`src/rtl/mem_block_copier_pkg.sv`:
```
// Shared definitions for the memory block copier: FSM state encoding and
// operation-mode constants.
package mem_block_copier_pkg;

    typedef enum logic [1:0] {
        IDLE = 2'd0,
        RD   = 2'd1,
        WR   = 2'd2,
        DONE = 2'd3
    } state_t;

    localparam logic MODE_COPY = 1'b0;
    localparam logic MODE_FILL = 1'b1;

endpackage

```
`src/rtl/mem_block_copier.sv`:
```
// Word-wise block copy / fill engine driving a single-port data memory with
// combinational read data. Copy alternates RD/WR per word; fill issues WR only.
module mem_block_copier
    import mem_block_copier_pkg::*;
#(
    parameter int ADDR_W = 32,
    parameter int DATA_W = 32,
    parameter int LEN_W  = 9
) (
    input  logic              clk,
    input  logic              rst,
    input  logic              start,
    input  logic              mode,
    input  logic [ADDR_W-1:0] src_addr,
    input  logic [ADDR_W-1:0] dst_addr,
    input  logic [LEN_W-1:0]  len,
    input  logic [DATA_W-1:0] fill_value,
    output logic              busy,
    output logic              done,
    output logic [LEN_W-1:0]  words_done,
    output logic              wr_en_mem,
    output logic [ADDR_W-1:0] add_mem,
    output logic [DATA_W-1:0] wrd_mem,
    input  logic [DATA_W-1:0] rdd_mem
);

    state_t              state;
    state_t              state_next;
    logic [ADDR_W-1:0]   src_ptr;
    logic [ADDR_W-1:0]   dst_ptr;
    logic [LEN_W-1:0]    remaining;
    logic [DATA_W-1:0]   data_reg;
    logic [DATA_W-1:0]   fill_reg;
    logic                mode_reg;

    always_ff @(posedge clk) begin
        if (rst) begin
            state      <= IDLE;
            src_ptr    <= '0;
            dst_ptr    <= '0;
            remaining  <= '0;
            words_done <= '0;
            data_reg   <= '0;
            fill_reg   <= '0;
            mode_reg   <= MODE_COPY;
        end else begin
            state <= state_next;
            case (state)
                IDLE: begin
                    // Any accepted start (including len=0) resets the word count.
                    if (start) begin
                        words_done <= '0;
                        if (len != '0) begin
                            src_ptr   <= src_addr;
                            dst_ptr   <= dst_addr;
                            remaining <= len;
                            mode_reg  <= mode;
                            fill_reg  <= fill_value;
                        end
                    end
                end
                RD: begin
                    data_reg <= rdd_mem;
                end
                WR: begin
                    src_ptr    <= src_ptr + ADDR_W'(1);
                    dst_ptr    <= dst_ptr + ADDR_W'(1);
                    remaining  <= remaining - LEN_W'(1);
                    words_done <= words_done + LEN_W'(1);
                end
                default: ;
            endcase
        end
    end

    always_comb begin
        state_next = state;
        busy       = 1'b0;
        done       = 1'b0;
        wr_en_mem  = 1'b0;
        add_mem    = '0;
        wrd_mem    = '0;
        case (state)
            IDLE: begin
                if (start) begin
                    if (len == '0)
                        state_next = DONE;
                    else if (mode == MODE_FILL)
                        state_next = WR;
                    else
                        state_next = RD;
                end
            end
            RD: begin
                busy       = 1'b1;
                add_mem    = src_ptr;
                state_next = WR;
            end
            WR: begin
                busy      = 1'b1;
                // Gate with rst so a reset landing on a write cycle never commits it.
                wr_en_mem = ~rst;
                add_mem   = dst_ptr;
                wrd_mem   = (mode_reg == MODE_FILL) ? fill_reg : data_reg;
                if (remaining == LEN_W'(1))
                    state_next = DONE;
                else if (mode_reg == MODE_FILL)
                    state_next = WR;
                else
                    state_next = RD;
            end
            DONE: begin
                done       = 1'b1;
                state_next = IDLE;
            end
            default: state_next = IDLE;
        endcase
    end

endmodule

```
`config.mk`:
```
export PLATFORM = sky130hd
export DESIGN_NAME = mem_block_copier
export DESIGN_NICKNAME = d
export VERILOG_FILES = /design/src/rtl/mem_block_copier_pkg.sv /design/src/rtl/mem_block_copier.sv
export SDC_FILE = /design/constraint.sdc
export NUM_CORES = 1
export LEC_CHECK = 0
export ABC_AREA = 1
export ABC_CLOCK_PERIOD_IN_PS = 2400
export BUFFER_PORTS_ARGS = -buffer_cell sky130_fd_sc_hd__buf_4
export CAP_MARGIN = 20
export CORE_UTILIZATION = 42
export CTS_CLUSTER_SIZE = 14
export DETAILED_ROUTE_END_ITERATION = 10
export HOLD_SLACK_MARGIN = 0.03
export PLACE_DENSITY = 0.65
export SLEW_MARGIN = 20
export SYNTH_ARGS = -nofsm -noshare
export SYNTH_HDL_FRONTEND = slang
export SYNTH_SLANG_ARGS = --single-unit
```
`constraint.sdc`:
```
create_clock -name clk -period 2.4 [get_ports clk]
set_input_delay 0.6 -clock clk [delete_from_list [all_inputs] [get_ports clk]]
set_output_delay 0.6 -clock clk [all_outputs]
set_load 0.005 [all_outputs]
```
==> results of run 1 <==
## routing by layer
metal	global-route usage [%]	part of all wire, %	up-vias
met3	9.07	9.3	47
li1	-	-	5155
met5	0	0	-
met2	47.7	47	393
met4	10.0	2.5	0
met1	34.4	41	4660
## repair_timing
action                                 CTS  global route
endpoints found under the hold margin    0             0
hold buffers                             0             0
setup endpoints to repair               42            39
buffers inserted                         4             1
pin swaps                                2             2
gates resized for setup                 15            24
cloned                                   1             1
## cells by family (layout without fill, tap and decap cells)
logic type / count (synthesis) / count (layout) / synth area share (%)
XOR/XNOR: 5 / 5 / 0.493
buffers and inverters: 163 / 366 / 7.69
flip-flops: 149 / 149 / 33.6
AND/OR/NAND/NOR: 861 / 861 / 39.4
AO/OA/AOI/OAI: 298 / 298 / 17.4
adder cells (fa/ha/maj): 9 / 9 / 1.27
multiplexers: 1 / 1 / 0.113
## how the worst max path moves through the flow
stage               cells past startpoint  slack, ns     endpoint     start
floorplan                               8       0.40  add_mem[16]  state[0]
global placement                        6       0.21   add_mem[0]  state[1]
detailed placement                      6       0.19   add_mem[0]  state[1]
CTS                                     6      -0.01   add_mem[0]  state[0]
global route                            6      -0.01   add_mem[0]  state[0]
finish                                  6       0.03   add_mem[9]  state[0]
## metrics by stage
step	area (sq um)	total power (W)	setup WS [ns]
after floorplan	8880	0.00430	0.400
final	11700	0.00802	0.0271
after CTS	11600	0.00798	-0.0132
after global placement	10800	0.00505	0.213
after global routing	11700	0.00847	-0.0105
after detailed placement	10800	0.00508	0.193
## final cells by class
| class | instances | area (sq um) | share of cell area (%) |
|---|---|---|---|
| Tap cell | 270 | 338 | 2.88 |
| Multi-Input combinational cell | 1174 | 5360 | 45.8 |
| Inverter | 82 | 310 | 2.65 |
| Sequential cell | 149 | 2990 | 25.5 |
| Clock inverter | 15 | 208 | 1.77 |
| Clock buffer | 17 | 425 | 3.63 |
| Timing Repair Buffer | 252 | 2080 | 17.8 |
## power breakdown
part | switching (W) | internal (W)
combinational | 0.00120 | 0.000841
clock | 0.00132 | 0.00152
sequential | 0.000350 | 0.00280
total | 0.00286 | 0.00516
## cells in the final DEF (no fill, tap or decap), drive strengths merged, types with 8 or more instances in the layout
cell and instances:
a21oi 90, nor3 12, nand2 367, inv 87, o21ai 193, or2 9, clkinv 9, dfxtp 149
clkbuf 18, nand4 8, nor2 385, ha 9, buf 251, nand3 69
## worst min-delay path, stage by stage
cell and delay, ns:
buf_4 0.08, nor2_1 0.03, nor2_1 0.08
==> impl_metrics.tcl, run 1 <==
set metrics [dict create \
    dpl.cell_count 1920 \
    avgViaCountPerCell 5.23 \
    critPathMaxFanout 7 \
    syn_inst 1486 \
    path_class "reg2out" \
    min_to "data_reg[12]" \
    antenna_found_initial 0 \
    hold_start "rdd_mem[12]" \
    cp.required_ns 1.80 \
    cts.sinks 149 \
    grt_pass1_vias 9568 \
    cp_slowest_stage_delay_ns 0.37 \
    crit_chain "inv_4, ha_4, buf_12, nand2_1, a21oi_1, buf_4" \
    dieArea_sq_mm 0.0217 \
    end_kind "output port" \
    drv_slew 0 \
    drtAntennaViolNets 0 \
    core_sq_mm 0.0205 \
    fin_util_pct 57.2 \
    die_h_um 147 \
    vias 10255 \
    syn_area_sq_mm 0.00888 \
    rsz0062_at_grt "yes" \
    wire_per_inst_um 15.9 \
    start_util_pct 43.3 \
    final_cells 1959 \
    synth_seq_area_share_pct 33.6 \
    synth_seq_cells 149 \
    worst_slew_pin_slew_ns 0.536 \
    cp_slowest_cell "dfxtp_4" \
    leakage_nw 5.03 \
    holdWs_ns 0.383 \
    clock-root-buffer "clkbuf_16" \
    globalplace.congestion 0.947 \
    r2r_start "src_ptr[0]" \
    ir_drop_uv 594 \
    clk_latency_ns 0.43 \
    synth_commonest_cells "nor2_1, nand2_1, o21ai_0" \
    io_pins 217 \
    synth_nets 1636 \
    overflow 0 \
    whs_path_depth 3 \
    cts_tree "built" \
    rows 52 \
    synth_ff_type "dfxtp_1" \
    drc 0 \
    crit_buf_inv 3 \
    netlist_top_cells_area "dfxtp_1, nor2_1, nand2_1" \
    avgSynthCellArea_sq_um 5.98 \
    synthArstFlopShare_pct 0 \
    relSlewSlack_pct 64.0 \
    start_kind "flip-flop" \
    area_delta_synth_final_pct 31.9 \
    die_w_um 147 \
    htree_levels 4 \
    cp_data_arrival_time_ns 1.77 \
    drtIter0Drc 531 \
    outcome "finished, final reports clean" \
    yosysTopAreaCellShare_pct 33.6 \
    finClkSkew_ns 0.0145 \
    power_density_mw_per_mm2 685 \
    numPortBuffers 216 \
    hpwl_um 22400 \
    diodes 0 \
    yosysMostFrequentCell "nor2_1" \
    r2r_end "src_ptr[14]" \
    nNetsFinal 1826 \
    ys_types 40 \
    hp-class "in2reg" \
    yosysTopAreaCell "dfxtp_1" \
    fmax_ghz 0.421 \
    min_period_ns 2.37 \
    r2r_slack_ns 0.33 \
    ys_warn_count 0 \
    grt_start_max_net_pins 68 \
    setup_viol 0 \
    drt_wl_total_um 31100 \
    drive_above_1_share_pct 20.7 \
    path_clk_slew_ns 0.08 \
    grt_pass1_wl_um 49400 \
    maxCapViolations 0 \
    final.fill_count 2129 \
    cpLargestDelayFamily "flip-flops" \
    post-route-period-util_pct 98.9 \
    finalHoldViolCount 0 \
    firstDrtPassIters 5 \
    setup_tns_ns 0 \
    synth-edff-count 0 \
    grt_use_total_pct 28.6 \
    cts_made_buffers 17 \
    rr_worst_depth 8 \
    cts_max_path_buffers 2 \
]
No activity file was read; power rests on OpenSTA's default activity.
==> run 2, diff against run 1 <==
--- a/config.mk
+++ b/config.mk
@@ -8,7 +8,8 @@
 export ABC_AREA = 1
 export ABC_CLOCK_PERIOD_IN_PS = 2400
 export BUFFER_PORTS_ARGS = -buffer_cell sky130_fd_sc_hd__buf_4
-export CAP_MARGIN = 20
+export CAP_MARGIN = 25
+export CORE_MARGIN = 2
 export CORE_UTILIZATION = 42
 export CTS_CLUSTER_SIZE = 14
 export DETAILED_ROUTE_END_ITERATION = 10
==> impl_metrics.tcl, run 2 (synthesis results as in run 1) <==
set metrics [dict create \
    cts_max_path_buffers 2 \
    diodes 0 \
    grt_pass1_vias 9376 \
    rows 53 \
    drtIter0Drc 635 \
    cp_slowest_stage_delay_ns 0.36 \
    cp_data_arrival_time_ns 1.80 \
    leakage_nw 5.03 \
    r2r_end "src_ptr[14]" \
    power_density_mw_per_mm2 679 \
    cpLargestDelayFamily "buffers and inverters" \
    drv_slew 0 \
    start_kind "flip-flop" \
    area_delta_synth_final_pct 31.2 \
    drtAntennaViolNets 0 \
    cp_slowest_cell "dfxtp_4" \
    crit_buf_inv 3 \
    wire_per_inst_um 15.5 \
    path_clk_slew_ns 0.07 \
    clk_latency_ns 0.43 \
    globalplace.congestion 0.909 \
    hpwl_um 21700 \
    cp.required_ns 1.80 \
    cts.sinks 149 \
    whs_path_depth 3 \
    die_w_um 149 \
    grt_use_total_pct 27.3 \
    drive_above_1_share_pct 20.8 \
    r2r_slack_ns 0.42 \
    worst_slew_pin_slew_ns 0.589 \
    finClkSkew_ns 0.0107 \
    grt_start_max_net_pins 73 \
    dp_slack_ns 0.233 \
    hold_start "rdd_mem[12]" \
    path_class "reg2out" \
    avgViaCountPerCell 5.15 \
    p_int_w 0.00521 \
    min_to "data_reg[12]" \
    min_period_ns 2.40 \
    hp-class "in2reg" \
    post-route-period-util_pct 100 \
    final.fill_count 2138 \
    finalPower_w 0.00791 \
    drc 0 \
    dieArea_sq_mm 0.0223 \
    critPathMaxFanout 23 \
    vias 10139 \
    power_switching_w 0.00271 \
    r2r_start "src_ptr[0]" \
    rr_worst_depth 8 \
    end_kind "output port" \
    cts_made_buffers 17 \
    outcome "complete, but fails checks" \
    fmax_ghz 0.416 \
    io_pins 217 \
    nNetsFinal 1829 \
    numPortBuffers 216 \
    htree_levels 4 \
    core_sq_mm 0.0209 \
    clock-root-buffer "clkbuf_16" \
    final_cell_mix "nor2_1, nand2_1, buf_4" \
    clockPowerShare_pct 34.9 \
    layout_commonest_cell "nor2_1" \
    p_comb_share_pct 25.6 \
    hold_buffers 0 \
    overflow 0 \
    drt_wl_total_um 30400 \
    finalHoldViolCount 0 \
    ir_drop_uv 476 \
    maxCapViolations 0 \
    die_h_um 149 \
    grt_pass1_wl_um 48300 \
    rsz0062_at_grt "yes" \
    violations "negative setup slack" \
    firstDrtPassIters 5 \
    antenna_found_initial 0 \
    start_util_pct 42.5 \
    relSlewSlack_pct 60.5 \
    setup_viol 1 \
    switching_share_pct 34.2 \
    cts_tree "built" \
    seqPwrFrac_pct 39.5 \
    setup_ws_ns -0.00473 \
    crit_chain "inv_4, ha_4, bufbuf_16, nand2_1, a21oi_1, buf_4" \
]
==> run 2: changes by cell type in the layout (fill, tap and decap cells not counted), moves of 3 or more <==
| cell | change |
|---|---|
| buf_4 | +4 |
| inv_6 | +3 |
| buf_12 | -3 |
| a21oi_4 | -4 |
| nand2_2 | +3 |
| nand2_1 | -3 |
| clkinv_8 | -6 |
==> run 2: metal layers <==
layer / up-vias / GRT usage, % / share of wire, %
li1: 5150 / - / -
met1: 4585 / 33.7 / 42
met2: 355 / 44.9 / 46
met3: 49 / 9.27 / 9.5
met4: 0 / 8.67 / 2.3
met5: - / 0 / 0
==> run 2: layout make-up <==
| cell class | instances | area, sq um | area share [%] |
|---|---|---|---|
| Timing Repair Buffer | 255 | 2080 | 17.9 |
| Inverter | 82 | 310 | 2.66 |
| Sequential cell | 149 | 2990 | 25.6 |
| Multi-Input combinational cell | 1174 | 5330 | 45.8 |
| Tap cell | 275 | 344 | 2.95 |
| Clock inverter | 14 | 163 | 1.40 |
| Clock buffer | 18 | 429 | 3.68 |
==> run 2: per-stage QoR <==
stage	hold slack (ns)	util, %	instance area, sq um	std cells	setup TNS, ns
global route	0.374	55.8	11700	1967	-0.302
CTS	0.378	55.2	11500	1958	-0.117
global placement	0.447	51.7	10800	1925	0
finish	0.382	55.8	11700	1967	-0.00473
detailed placement	0.454	51.7	10800	1925	0
floorplan	0.439	-	8880	1486	0
==> run 2: how the worst max path moves through the flow <==
stage,cells after the start,start,slack (ns),to
6_report,6,state[0],-0.005,add_mem[28]
4_1_cts,6,state[0],-0.04,add_mem[0]
2_1_floorplan,8,state[0],0.40,add_mem[16]
5_1_grt,6,state[0],-0.07,add_mem[28]
3_3_place_gp,6,state[0],0.27,add_mem[10]
3_5_place_dp,6,state[0],0.23,add_mem[10]
==> run 2: power groups by stage <==
stage / combinational [W] / sequential (W) / clock, W
floorplan: 0.00124 / 0.00306 / 0
global placement: 0.00187 / 0.00316 / 0
detailed placement: 0.00189 / 0.00316 / 0
CTS: 0.00197 / 0.00312 / 0.00279
global route: 0.00228 / 0.00317 / 0.00291
finish: 0.00203 / 0.00312 / 0.00276
==> run 2: what timing repair did <==
action	CTS	global route
hold endpoints to repair	0	0
setup buffers	0	8
endpoints found under the setup margin	34	49
resized for setup	29	13
pin swaps	1	2
cloned	1	1
==> run 2: worst min-delay path, delay by kind of cell <==
kind | cells | cell delay [ns]
simple gates | 2 | 0.11
buf+inv | 1 | 0.08
==> run 3, diff against run 2 <==
--- a/config.mk
+++ b/config.mk
@@ -6,9 +6,9 @@
 export NUM_CORES = 1
 export LEC_CHECK = 0
 export ABC_AREA = 1
-export ABC_CLOCK_PERIOD_IN_PS = 2400
+export ABC_CLOCK_PERIOD_IN_PS = 2500
 export BUFFER_PORTS_ARGS = -buffer_cell sky130_fd_sc_hd__buf_4
-export CAP_MARGIN = 25
+export CAP_MARGIN = 20
 export CORE_MARGIN = 2
 export CORE_UTILIZATION = 42
 export CTS_CLUSTER_SIZE = 14
==> constraint.sdc (replaced) <==
create_clock -name clk -period 2.5 [get_ports clk]
set_input_delay 0.625 -clock clk [delete_from_list [all_inputs] [get_ports clk]]
set_output_delay 0.625 -clock clk [all_outputs]
set_load 0.005 [all_outputs]
==> impl_metrics.tcl, run 3 (synthesis results as in run 1) <==
set metrics [dict create \
    outcome "finished, final reports clean" \
    placed_area_sq_mm 0.0108 \
    die_w_um 149 \
    end_kind "output port" \
    grt_pass1_vias 9471 \
    r2r_start "state[0]" \
    io_pins 217 \
    finalHoldViolCount 0 \
    dp_slack_ns 0.293 \
    cts_max_path_buffers 2 \
    seqPwrFrac_pct 39.7 \
    avgViaCountPerCell 5.20 \
    dpl.cell_count 1919 \
    drv_slew 0 \
    relSlewSlack_pct 63.1 \
    dieArea_sq_mm 0.0223 \
    hpwl_um 22300 \
    cts_made_buffers 17 \
    switching_share_pct 34.6 \
    drt_wl_total_um 31300 \
    ir_drop_uv 452 \
    r2r_end "dst_ptr[19]" \
    post-route-period-util_pct 97.7 \
    power_switching_w 0.00262 \
    grt_use_total_pct 27.9 \
    setup_ws_ns 0.0571 \
    area_delta_synth_final_pct 29.5 \
    start_util_pct 42.5 \
    antenna_found_initial 0 \
    maxCapViolations 0 \
    use_met1_pct 34.9 \
    layout_commonest_cell "nor2_1" \
    grt_start_max_net_pins 108 \
    vias 10172 \
    overflow 0 \
    rows 53 \
    wire_per_inst_um 16.0 \
    worst_slew_pin_slew_ns 0.550 \
    htree_levels 4 \
    fin_area_sq_mm 0.0115 \
    diodes 0 \
    use_met3_pct 8.14 \
    final_cell_mix "nor2_1, nand2_1, buf_4" \
    clock-root-buffer "clkbuf_16" \
    min_to "data_reg[7]" \
    path_class "reg2out" \
    die_h_um 149 \
    cts_tree "built" \
    hold_buffers 0 \
    drtAntennaViolNets 0 \
    critPathMaxFanout 18 \
    cp.required_ns 1.88 \
    clk_latency_ns 0.43 \
    drc 0 \
    core_sq_mm 0.0209 \
    leakage_nw 4.97 \
    numPortBuffers 216 \
    fmax_ghz 0.409 \
    nNetsFinal 1819 \
    firstDrtPassIters 5 \
    path_clk_slew_ns 0.07 \
    power_density_mw_per_mm2 660 \
    start_kind "flip-flop" \
    globalplace.congestion 0.873 \
    cp_data_arrival_time_ns 1.82 \
    rr_worst_depth 10 \
    drive_above_1_share_pct 19.3 \
    finClkSkew_ns 0.00832 \
    r2r_slack_ns 0.35 \
    grt_busiest_layer "met2" \
    p_int_w 0.00496 \
    grt_pass1_wl_um 49400 \
    use_met2_pct 46.1 \
    final_cells 1957 \
    clockPowerShare_pct 35.7 \
    setup_viol 0 \
    hold_start "rdd_mem[7]" \
    p_comb_share_pct 24.6 \
    hp-class "in2reg" \
    final.fill_count 2232 \
    min_period_ns 2.44 \
    whs_path_depth 3 \
    drtIter0Drc 591 \
    cts.sinks 149 \
]
## run 3: cell count changes in the layout (fill, tap and decap cells not counted), moves of 2 or more
cell        previous run  this run
a21oi_2               17         7
a21oi_1               73        82
buf_4                241       234
nand2_1              354       359
nand2_2               12         7
inv_1                 76        79
clkinv_4               0         2
clkinvlp_4             2         0
inv_2                  4         2
## run 3: how the worst max path moves through the flow
stage	slack, ns	from	cells after the start	to
final	0.06	state[0]	7	add_mem[8]
after global routing	-0.0008	state[0]	7	wrd_mem[10]
after CTS	-0.03	state[1]	6	add_mem[25]
after detailed placement	0.29	state[0]	6	add_mem[30]
after global placement	0.31	state[0]	6	add_mem[29]
after floorplan	0.47	state[0]	8	add_mem[16]
## run 3: timing repair
action | in CTS | in global routing
cloned | 0 | 1
resized for setup | 5 | 9
hold endpoints to repair | 0 | 0
endpoints found under the setup margin | 35 | 49
pin swaps | 0 | 1
buffers inserted | 5 | 1
## run 3: critical path: stages, from the launching register on
cell and delay (ns):
dfxtp_2 0.35, inv_1 0.11, ha_4 0.23, buf_4 0.16, clkbuf_16 0.18, nand2_1 0.08
a21oi_1 0.13, buf_4 0.14
## run 3: per-stage QoR
step	setup TNS, ns	util (%)	power [W]	hold slack (ns)
6_report	0	55.0	0.00758	0.411
5_1_grt	-0.000804	55.0	0.00800	0.410
4_1_cts	-0.0639	54.7	0.00760	0.403
3_5_place_dp	0	51.5	0.00486	0.454
3_3_place_gp	0	51.5	0.00484	0.454
2_1_floorplan	0	-	0.00413	0.439
## run 3: layout make-up
cell class | instances | area (sq um) | share of cell area, %
Inverter | 82 | 308 | 2.68
Sequential cell | 149 | 2990 | 26.0
Tap cell | 275 | 344 | 2.99
Clock inverter | 15 | 188 | 1.63
Timing Repair Buffer | 245 | 1960 | 17.1
Multi-Input combinational cell | 1174 | 5280 | 45.9
Clock buffer | 17 | 425 | 3.70
## run 3: per-layer routing
layer | vias to the layer above | part of all wire, %
li1 | 5145 | -
met1 | 4632 | 41
met2 | 363 | 47
met3 | 32 | 9.6
met4 | 0 | 2.1
met5 | - | 0
## run 3: power by group through the flow
stage	logic (W)	registers, W	clock network [W]
5_1_grt	0.00211	0.00305	0.00284
2_1_floorplan	0.00119	0.00294	0
3_3_place_gp	0.00179	0.00305	0
4_1_cts	0.00185	0.00300	0.00275
6_report	0.00187	0.00301	0.00271
3_5_place_dp	0.00181	0.00305	0
